--- src/rtl/branch_pkg.sv ---
// Shared definitions for the fetch-stage next-PC predictor: control-flow kind
// encodings and direction-counter constants derived from the counter width.
package branch_pkg;

    localparam logic [1:0] KIND_BRANCH = 2'b00;
    localparam logic [1:0] KIND_JAL    = 2'b01;
    localparam logic [1:0] KIND_RET    = 2'b10;
    localparam logic [1:0] KIND_CALL   = 2'b11;

    // Weakly not-taken: MSB clear, all lower bits set.
    function automatic int unsigned ctr_reset_value(input int unsigned ctr_bits);
        return (32'd1 << (ctr_bits - 1)) - 32'd1;
    endfunction

    // Weakly taken: MSB set, all lower bits clear.
    function automatic int unsigned ctr_alloc_value(input int unsigned ctr_bits);
        return 32'd1 << (ctr_bits - 1);
    endfunction

endpackage

--- src/rtl/return_address_stack.sv ---
// Circular return-address stack; pushing when full overwrites the oldest entry,
// popping when empty does nothing, flush empties it and wins over push/pop.
module return_address_stack
    import branch_pkg::*;
#(
    parameter int RAS_DEPTH = 4,
    parameter int XLEN      = 32
) (
    input  logic                         clk,
    input  logic                         reset,
    input  logic                         push,
    input  logic                         pop,
    input  logic                         flush,
    input  logic [XLEN-1:0]              push_data,
    output logic [XLEN-1:0]              top,
    output logic [$clog2(RAS_DEPTH):0]   count
);

    localparam int PW = $clog2(RAS_DEPTH);
    localparam logic [PW:0] FULL = (PW + 1)'(RAS_DEPTH);

    logic [XLEN-1:0] mem_q [RAS_DEPTH];
    logic [XLEN-1:0] mem_d [RAS_DEPTH];
    logic [PW-1:0]   ptr_q, ptr_d;
    logic [PW:0]     count_q, count_d;

    // ptr_q always points at the next free slot, so the top lives one below it.
    always_comb begin
        mem_d   = mem_q;
        ptr_d   = ptr_q;
        count_d = count_q;
        if (flush) begin
            count_d = '0;
        end else if (push) begin
            mem_d[ptr_q] = push_data;
            ptr_d        = ptr_q + PW'(1);
            if (count_q != FULL) begin
                count_d = count_q + (PW + 1)'(1);
            end
        end else if (pop && (count_q != '0)) begin
            ptr_d   = ptr_q - PW'(1);
            count_d = count_q - (PW + 1)'(1);
        end
    end

    always_ff @(posedge clk or negedge reset) begin
        if (!reset) begin
            for (int i = 0; i < RAS_DEPTH; i++) begin
                mem_q[i] <= '0;
            end
            ptr_q   <= '0;
            count_q <= '0;
        end else begin
            mem_q   <= mem_d;
            ptr_q   <= ptr_d;
            count_q <= count_d;
        end
    end

    assign top   = mem_q[ptr_q - PW'(1)];
    assign count = count_q;

endmodule

--- src/rtl/branch_predictor.sv ---
// Direct-mapped BTB with saturating direction counters plus a return-address
// stack; gives a same-cycle next-PC prediction and accepts one update per cycle.
module branch_predictor
    import branch_pkg::*;
#(
    parameter int XLEN        = 32,
    parameter int BTB_ENTRIES = 16,
    parameter int RAS_DEPTH   = 4,
    parameter int CTR_BITS    = 2
) (
    input  logic                         clk,
    input  logic                         reset,
    input  logic [XLEN-1:0]              lookup_pc,
    output logic                         pred_hit,
    output logic                         pred_taken,
    output logic [XLEN-1:0]              pred_target,
    input  logic                         upd_valid,
    input  logic [XLEN-1:0]              upd_pc,
    input  logic [1:0]                   upd_kind,
    input  logic                         upd_taken,
    input  logic [XLEN-1:0]              upd_target,
    input  logic                         flush,
    output logic [$clog2(RAS_DEPTH):0]   ras_count
);

    localparam int IDX  = $clog2(BTB_ENTRIES);
    localparam int TAGW = XLEN - IDX - 2;
    localparam logic [CTR_BITS-1:0] CTR_RESET = CTR_BITS'(ctr_reset_value(CTR_BITS));
    localparam logic [CTR_BITS-1:0] CTR_ALLOC = CTR_BITS'(ctr_alloc_value(CTR_BITS));

    logic                valid_q  [BTB_ENTRIES];
    logic                valid_d  [BTB_ENTRIES];
    logic [TAGW-1:0]     tag_q    [BTB_ENTRIES];
    logic [TAGW-1:0]     tag_d    [BTB_ENTRIES];
    logic [XLEN-1:0]     target_q [BTB_ENTRIES];
    logic [XLEN-1:0]     target_d [BTB_ENTRIES];
    logic [1:0]          kind_q   [BTB_ENTRIES];
    logic [1:0]          kind_d   [BTB_ENTRIES];
    logic [CTR_BITS-1:0] ctr_q    [BTB_ENTRIES];
    logic [CTR_BITS-1:0] ctr_d    [BTB_ENTRIES];

    logic [IDX-1:0]  lk_idx, up_idx;
    logic [TAGW-1:0] lk_tag, up_tag;
    logic            up_hit;
    logic [XLEN-1:0] ras_top;
    logic            ras_push, ras_pop;
    logic            unused_low_bits;

    assign lk_idx = lookup_pc[IDX+1:2];
    assign lk_tag = lookup_pc[XLEN-1:IDX+2];
    assign up_idx = upd_pc[IDX+1:2];
    assign up_tag = upd_pc[XLEN-1:IDX+2];
    assign up_hit = valid_q[up_idx] && (tag_q[up_idx] == up_tag);
    assign unused_low_bits = ^{lookup_pc[1:0], upd_pc[1:0]};

    always_comb begin
        pred_hit    = valid_q[lk_idx] && (tag_q[lk_idx] == lk_tag);
        pred_taken  = pred_hit &&
                      ((kind_q[lk_idx] != KIND_BRANCH) || ctr_q[lk_idx][CTR_BITS-1]);
        pred_target = lookup_pc + XLEN'(4);
        if (pred_taken) begin
            // An empty stack leaves the BTB's last-seen return target as the best guess.
            if ((kind_q[lk_idx] == KIND_RET) && (ras_count != '0)) begin
                pred_target = ras_top;
            end else begin
                pred_target = target_q[lk_idx];
            end
        end
    end

    always_comb begin
        valid_d  = valid_q;
        tag_d    = tag_q;
        target_d = target_q;
        kind_d   = kind_q;
        ctr_d    = ctr_q;
        if (upd_valid) begin
            if (upd_kind == KIND_BRANCH) begin
                if (up_hit) begin
                    target_d[up_idx] = upd_target;
                    kind_d[up_idx]   = KIND_BRANCH;
                    if (upd_taken) begin
                        if (ctr_q[up_idx] != '1) ctr_d[up_idx] = ctr_q[up_idx] + CTR_BITS'(1);
                    end else begin
                        if (ctr_q[up_idx] != '0) ctr_d[up_idx] = ctr_q[up_idx] - CTR_BITS'(1);
                    end
                end else if (upd_taken) begin
                    valid_d[up_idx]  = 1'b1;
                    tag_d[up_idx]    = up_tag;
                    target_d[up_idx] = upd_target;
                    kind_d[up_idx]   = KIND_BRANCH;
                    ctr_d[up_idx]    = CTR_ALLOC;
                end
            end else begin
                valid_d[up_idx]  = 1'b1;
                tag_d[up_idx]    = up_tag;
                target_d[up_idx] = upd_target;
                kind_d[up_idx]   = upd_kind;
                ctr_d[up_idx]    = '1;
            end
        end
    end

    always_ff @(posedge clk or negedge reset) begin
        if (!reset) begin
            for (int i = 0; i < BTB_ENTRIES; i++) begin
                valid_q[i]  <= 1'b0;
                tag_q[i]    <= '0;
                target_q[i] <= '0;
                kind_q[i]   <= KIND_BRANCH;
                ctr_q[i]    <= CTR_RESET;
            end
        end else begin
            valid_q  <= valid_d;
            tag_q    <= tag_d;
            target_q <= target_d;
            kind_q   <= kind_d;
            ctr_q    <= ctr_d;
        end
    end

    assign ras_push = upd_valid && (upd_kind == KIND_CALL);
    assign ras_pop  = upd_valid && (upd_kind == KIND_RET);

    return_address_stack #(
        .RAS_DEPTH (RAS_DEPTH),
        .XLEN      (XLEN)
    ) u_ras (
        .clk       (clk),
        .reset     (reset),
        .push      (ras_push),
        .pop       (ras_pop),
        .flush     (flush),
        .push_data (upd_pc + XLEN'(4)),
        .top       (ras_top),
        .count     (ras_count)
    );

endmodule

--- config.mk ---
export PLATFORM = sky130hd
export DESIGN_NAME = branch_predictor
export DESIGN_NICKNAME = d
export VERILOG_FILES = /design/src/rtl/branch_pkg.sv /design/src/rtl/return_address_stack.sv /design/src/rtl/branch_predictor.sv
export SDC_FILE = /design/constraint.sdc
export NUM_CORES = 2
export LEC_CHECK = 0
export CAP_MARGIN = 20
export CORE_MARGIN = 5
export CORE_UTILIZATION = 50
export DETAILED_ROUTE_END_ITERATION = 10
export GPL_TIMING_DRIVEN = 1
export HOLD_SLACK_MARGIN = 0.05
export MAX_ROUTING_LAYER = met4
export PLACE_DENSITY = 0.74
export SYNTH_ARGS = -nofsm -noshare
export SYNTH_HDL_FRONTEND = slang
export SYNTH_SLANG_ARGS = --single-unit
--- constraint.sdc ---
create_clock -name clk -period 4.9 [get_ports clk]
set_clock_uncertainty 0.15 [all_clocks]
set_input_delay 0.735 -clock clk [delete_from_list [all_inputs] [get_ports clk]]
set_output_delay 0.735 -clock clk [all_outputs]
set_load 0.005 [all_outputs]
==> flow_summary.json <==
{
  "arrival_ps": 4120,
  "total_power_mw": 30.70,
  "cts-htree-levels": 3,
  "gp_congestion": 0.9723,
  "area.growth.synth_to_final_pct": 17.12,
  "cp_cell_sequence": "mux4_2 -> nor2b_1 -> a211oi_2 -> a21oi_2 -> xor2_1 -> nor4_4 -> nand4_1 -> nor3_2 -> buf_6 -> buf_6 -> buf_12 -> mux2i_2 -> buf_2",
  "hold_path.class": "reg -> reg",
  "p_leak_nw": 28.73,
  "syn_inst": 3940,
  "async_flop_share_pct": 100.0,
  "slew_headroom_pct": 36.76,
  "status": "complete, but fails checks",
  "grt_use_total_pct": 28.36,
  "ys.warnings.count": 0,
  "io_buffers": 139,
  "cp-start-kind": "register",
  "ys_seq_area_share_pct": 48.65,
  "io_pins": 140,
  "num_rows": 125,
  "core_area_sq_mm": 0.1164,
  "max_cap_viol_count": 0,
  "ys_ff_latch": 1141,
  "synth_cell_types": 73,
  "rsz0062_at_grt": "true",
  "yosysTopAreaCell": "dfrtp_1",
  "grt_max_degree": 116,
  "drt-vias-per-instance": 6.418,
  "die-area_sq_mm": 0.1244,
  "cts-root-buf": "clkbuf_16",
  "cts_buffers": 118,
  "postSynthAreaPerCell_sq_um": 14.91,
  "die_y_um": 352.7,
  "multi_input_area_sq_mm": 0.02867,
  "vias": 37411,
  "cts_tree": "built",
  "synthTopCellsByArea": "dfrtp_1 (48%), mux4_2 (16%), mux2_2 (15%), mux2_4 (4.9%), mux2i_1 (2.6%)",
  "finalSetupViolCount": 27,
  "worstPathRequired_ps": 4010,
  "synth_most_common_cell": "dfrtp_1",
  "grt_antenna_before_repair": 6,
  "syn_nets": 4055,
  "synth_edf_count": 0,
  "max_freq_mhz": 199.9,
  "seq_area_sq_mm": 0.02857,
  "fill_cells": 8736,
  "hold_viol_final": 0,
  "dr.pass1.iters": 5,
  "post_drt_wl_per_cell_um": 29.56,
  "drc_errors": 0,
  "antenna_left": 0,
  "nNetsFinal": 4308,
  "drive_gt1_share_pct": 48.60,
  "finalCriticalPeriod_ps": 5003,
  "grt_pass1_wl_um": 259900,
  "netlist_top_cells_count": "dfrtp_1 (1,125), mux2_2 (801), mux4_2 (409)",
  "grt_pass1_vias": 38865,
  "dp.cells": 5579,
  "slew_violations": 0,
  "place_worst_setup_slack_ps": -625.5,
  "cts.reportedPaths.clkPinSlew_ps": 60,
  "hpwl_um": 115900,
  "crit_slowest_cell": "mux4_2",
  "setup_slack_ps": -103.1,
  "synth_top_area_share_pct": 47.94,
  "violations": "setup timing",
  "worst_setup_path_end_kind": "output port",
  "post-route-period-util_pct": 102.1,
  "clk_latency_ps": 770,
  "cp_common_cell": "buf_6",
  "synth_flop_cell": "dfrtp_1",
  "critPathMaxStageDelay_ps": 480,
  "die_x_um": 352.7,
  "first_iter_violations": 3718,
  "stdcell_count": 5829,
  "initial_core_util_pct": 50.47,
  "clkSinkCount": 1141,
  "path_class": "reg -> out",
  "ir_worst_vdd_v": 0.0003753,
  "max_slew.worst_pin.slew_ps": 948.6,
  "clk_path_buf_depth": 3,
  "path_max_fanout": 5,
  "synth_area_sq_mm": 0.05873,
  "p_per_area_mw_per_mm2": 446.3,
  "wirelength_um": 172300,
  "grt-ovfl-total": 0
}
## logic make-up (layout without fill, tap and decap cells)
family                   after synthesis  count (layout)  synth area share (%)
flip-flops                          1141            1141                 48.65
buffers and inverters                374             732                 3.232
multiplexers                        1559            1559                 38.86
adder cells (fa/ha/maj)               12              12                0.2684
other                                  0               7                     0
AO/OA/AOI/OAI                        334             334                 3.961
AND/OR/NAND/NOR                      417             417                 3.479
XOR/XNOR                             103             103                 1.549
## sequential cells by signal, indices dropped and copies added, names as in the netlist
register and flops:
target_q 512, tag_q 416, valid_q 16, kind_q 32, u_ras.ptr_q 2, u_ras.mem_q 128
u_ras.count 3, ctr_q 32
## critical path, delay by kind of cell, from the launching register on
family                    cells  cell delay (ps)
AOI/OAI and AO/OA             2              330
buffers and inverters         4              620
DFF                           1              400
muxes                         2              710
xor gates and xnor gates      1              210
and+or+nand+nor               4             1070
## per-stage QoR
| step | setup TNS (ps) | util (%) | hold slack [ps] | instance area (sq um) |
|---|---|---|---|---|
| floorplan | 0 | - | 289.4 | 58730 |
| global placement | -23660 | 55.16 | 306.6 | 64190 |
| detailed placement | -39410 | 55.16 | 315.0 | 64190 |
| CTS | -2511 | 59.04 | 328.5 | 68700 |
| global route | -3352 | 59.11 | 351.0 | 68780 |
| finish | -1121 | 59.11 | 325.6 | 68790 |
## per-layer routing
metal | up-vias | global-route usage [%] | part of all wire (%)
met2 | 1695 | 43.54 | 47
met4 | 0 | 9.281 | 3.8
met3 | 353 | 6.511 | 8.9
met1 | 20006 | 37.84 | 40
met5 | - | - | 0
li1 | 15357 | - | -
## report_power, final
group,leakage [nW],switching [mW],internal [mW],total [mW]
registers,14.1,1.61,11.9,13.5
logic,12.6,3.10,4.42,7.53
clock network,2.07,4.02,5.64,9.66
total,28.7,8.74,22.0,30.7
## repair_timing
action | in CTS | in global routing
gates resized for setup | 81 | 95
cloned | 4 | 1
setup buffers | 5 | 10
endpoints found under the setup margin | 34 | 34
hold buffers | 1 | 0
pin swaps | 5 | 7
endpoints found under the hold margin | 73 | 0
## cell type report
type	instances	area share, %
Antenna cell	7	0.02547
Inverter	26	0.1419
Clock inverter	63	1.251
Timing Repair Buffer	481	7.692
Tap cell	1524	2.772
Multi-Input combinational cell	2425	41.68
Sequential cell	1141	41.54
Clock buffer	162	4.897
## cells in the final DEF, fill, tap and decap left out, types with 10 or more instances in the layout
master and instances:
mux2_2 798, nand3_1 44, buf_2 25, and3_1 18, o21a_1 13, clkdlybuf4s50_1 96
a22o_1 10, nand2b_1 16, nor2_1 40, buf_4 228, clkbuf_16 119, a21oi_4 32
dfrtp_1 1124, o32a_1 16, nor3_1 22, or2_1 10, nor2b_1 32, xor2_1 49
o21ai_0 127, bufinv_16 15, ha_1 11, buf_12 106, nand2_1 164, dfstp_2 16
mux4_2 409, a22oi_1 14, nand4_1 12, a211oi_1 32, xnor2_1 50, inv_1 25
and2_1 11, clkbuf_1 19, mux2_4 193, clkbuf_8 26, mux2i_1 139, a21oi_1 29
clkinv_2 29
## path summary, 6_finish.rpt
check | startpoint | endpoint | slack (ps) | cells after the start
worst min-delay path | u_ras.mem_q[77] | u_ras.mem_q[77] | 330 | 2
worst min register to register | u_ras.mem_q[77] | u_ras.mem_q[77] | 330 | 2
min in group asynchronous | reset | target_q[66] | 480 | 2
worst max-delay path | tag_q[285] | pred_target[28] | -100 | 13
max in group asynchronous | reset | tag_q[74] | 2870 | 3
worst max register to register | tag_q[153] | target_q[379] | 610 | 12
Note: power is estimated with default switching activity, not from simulation.
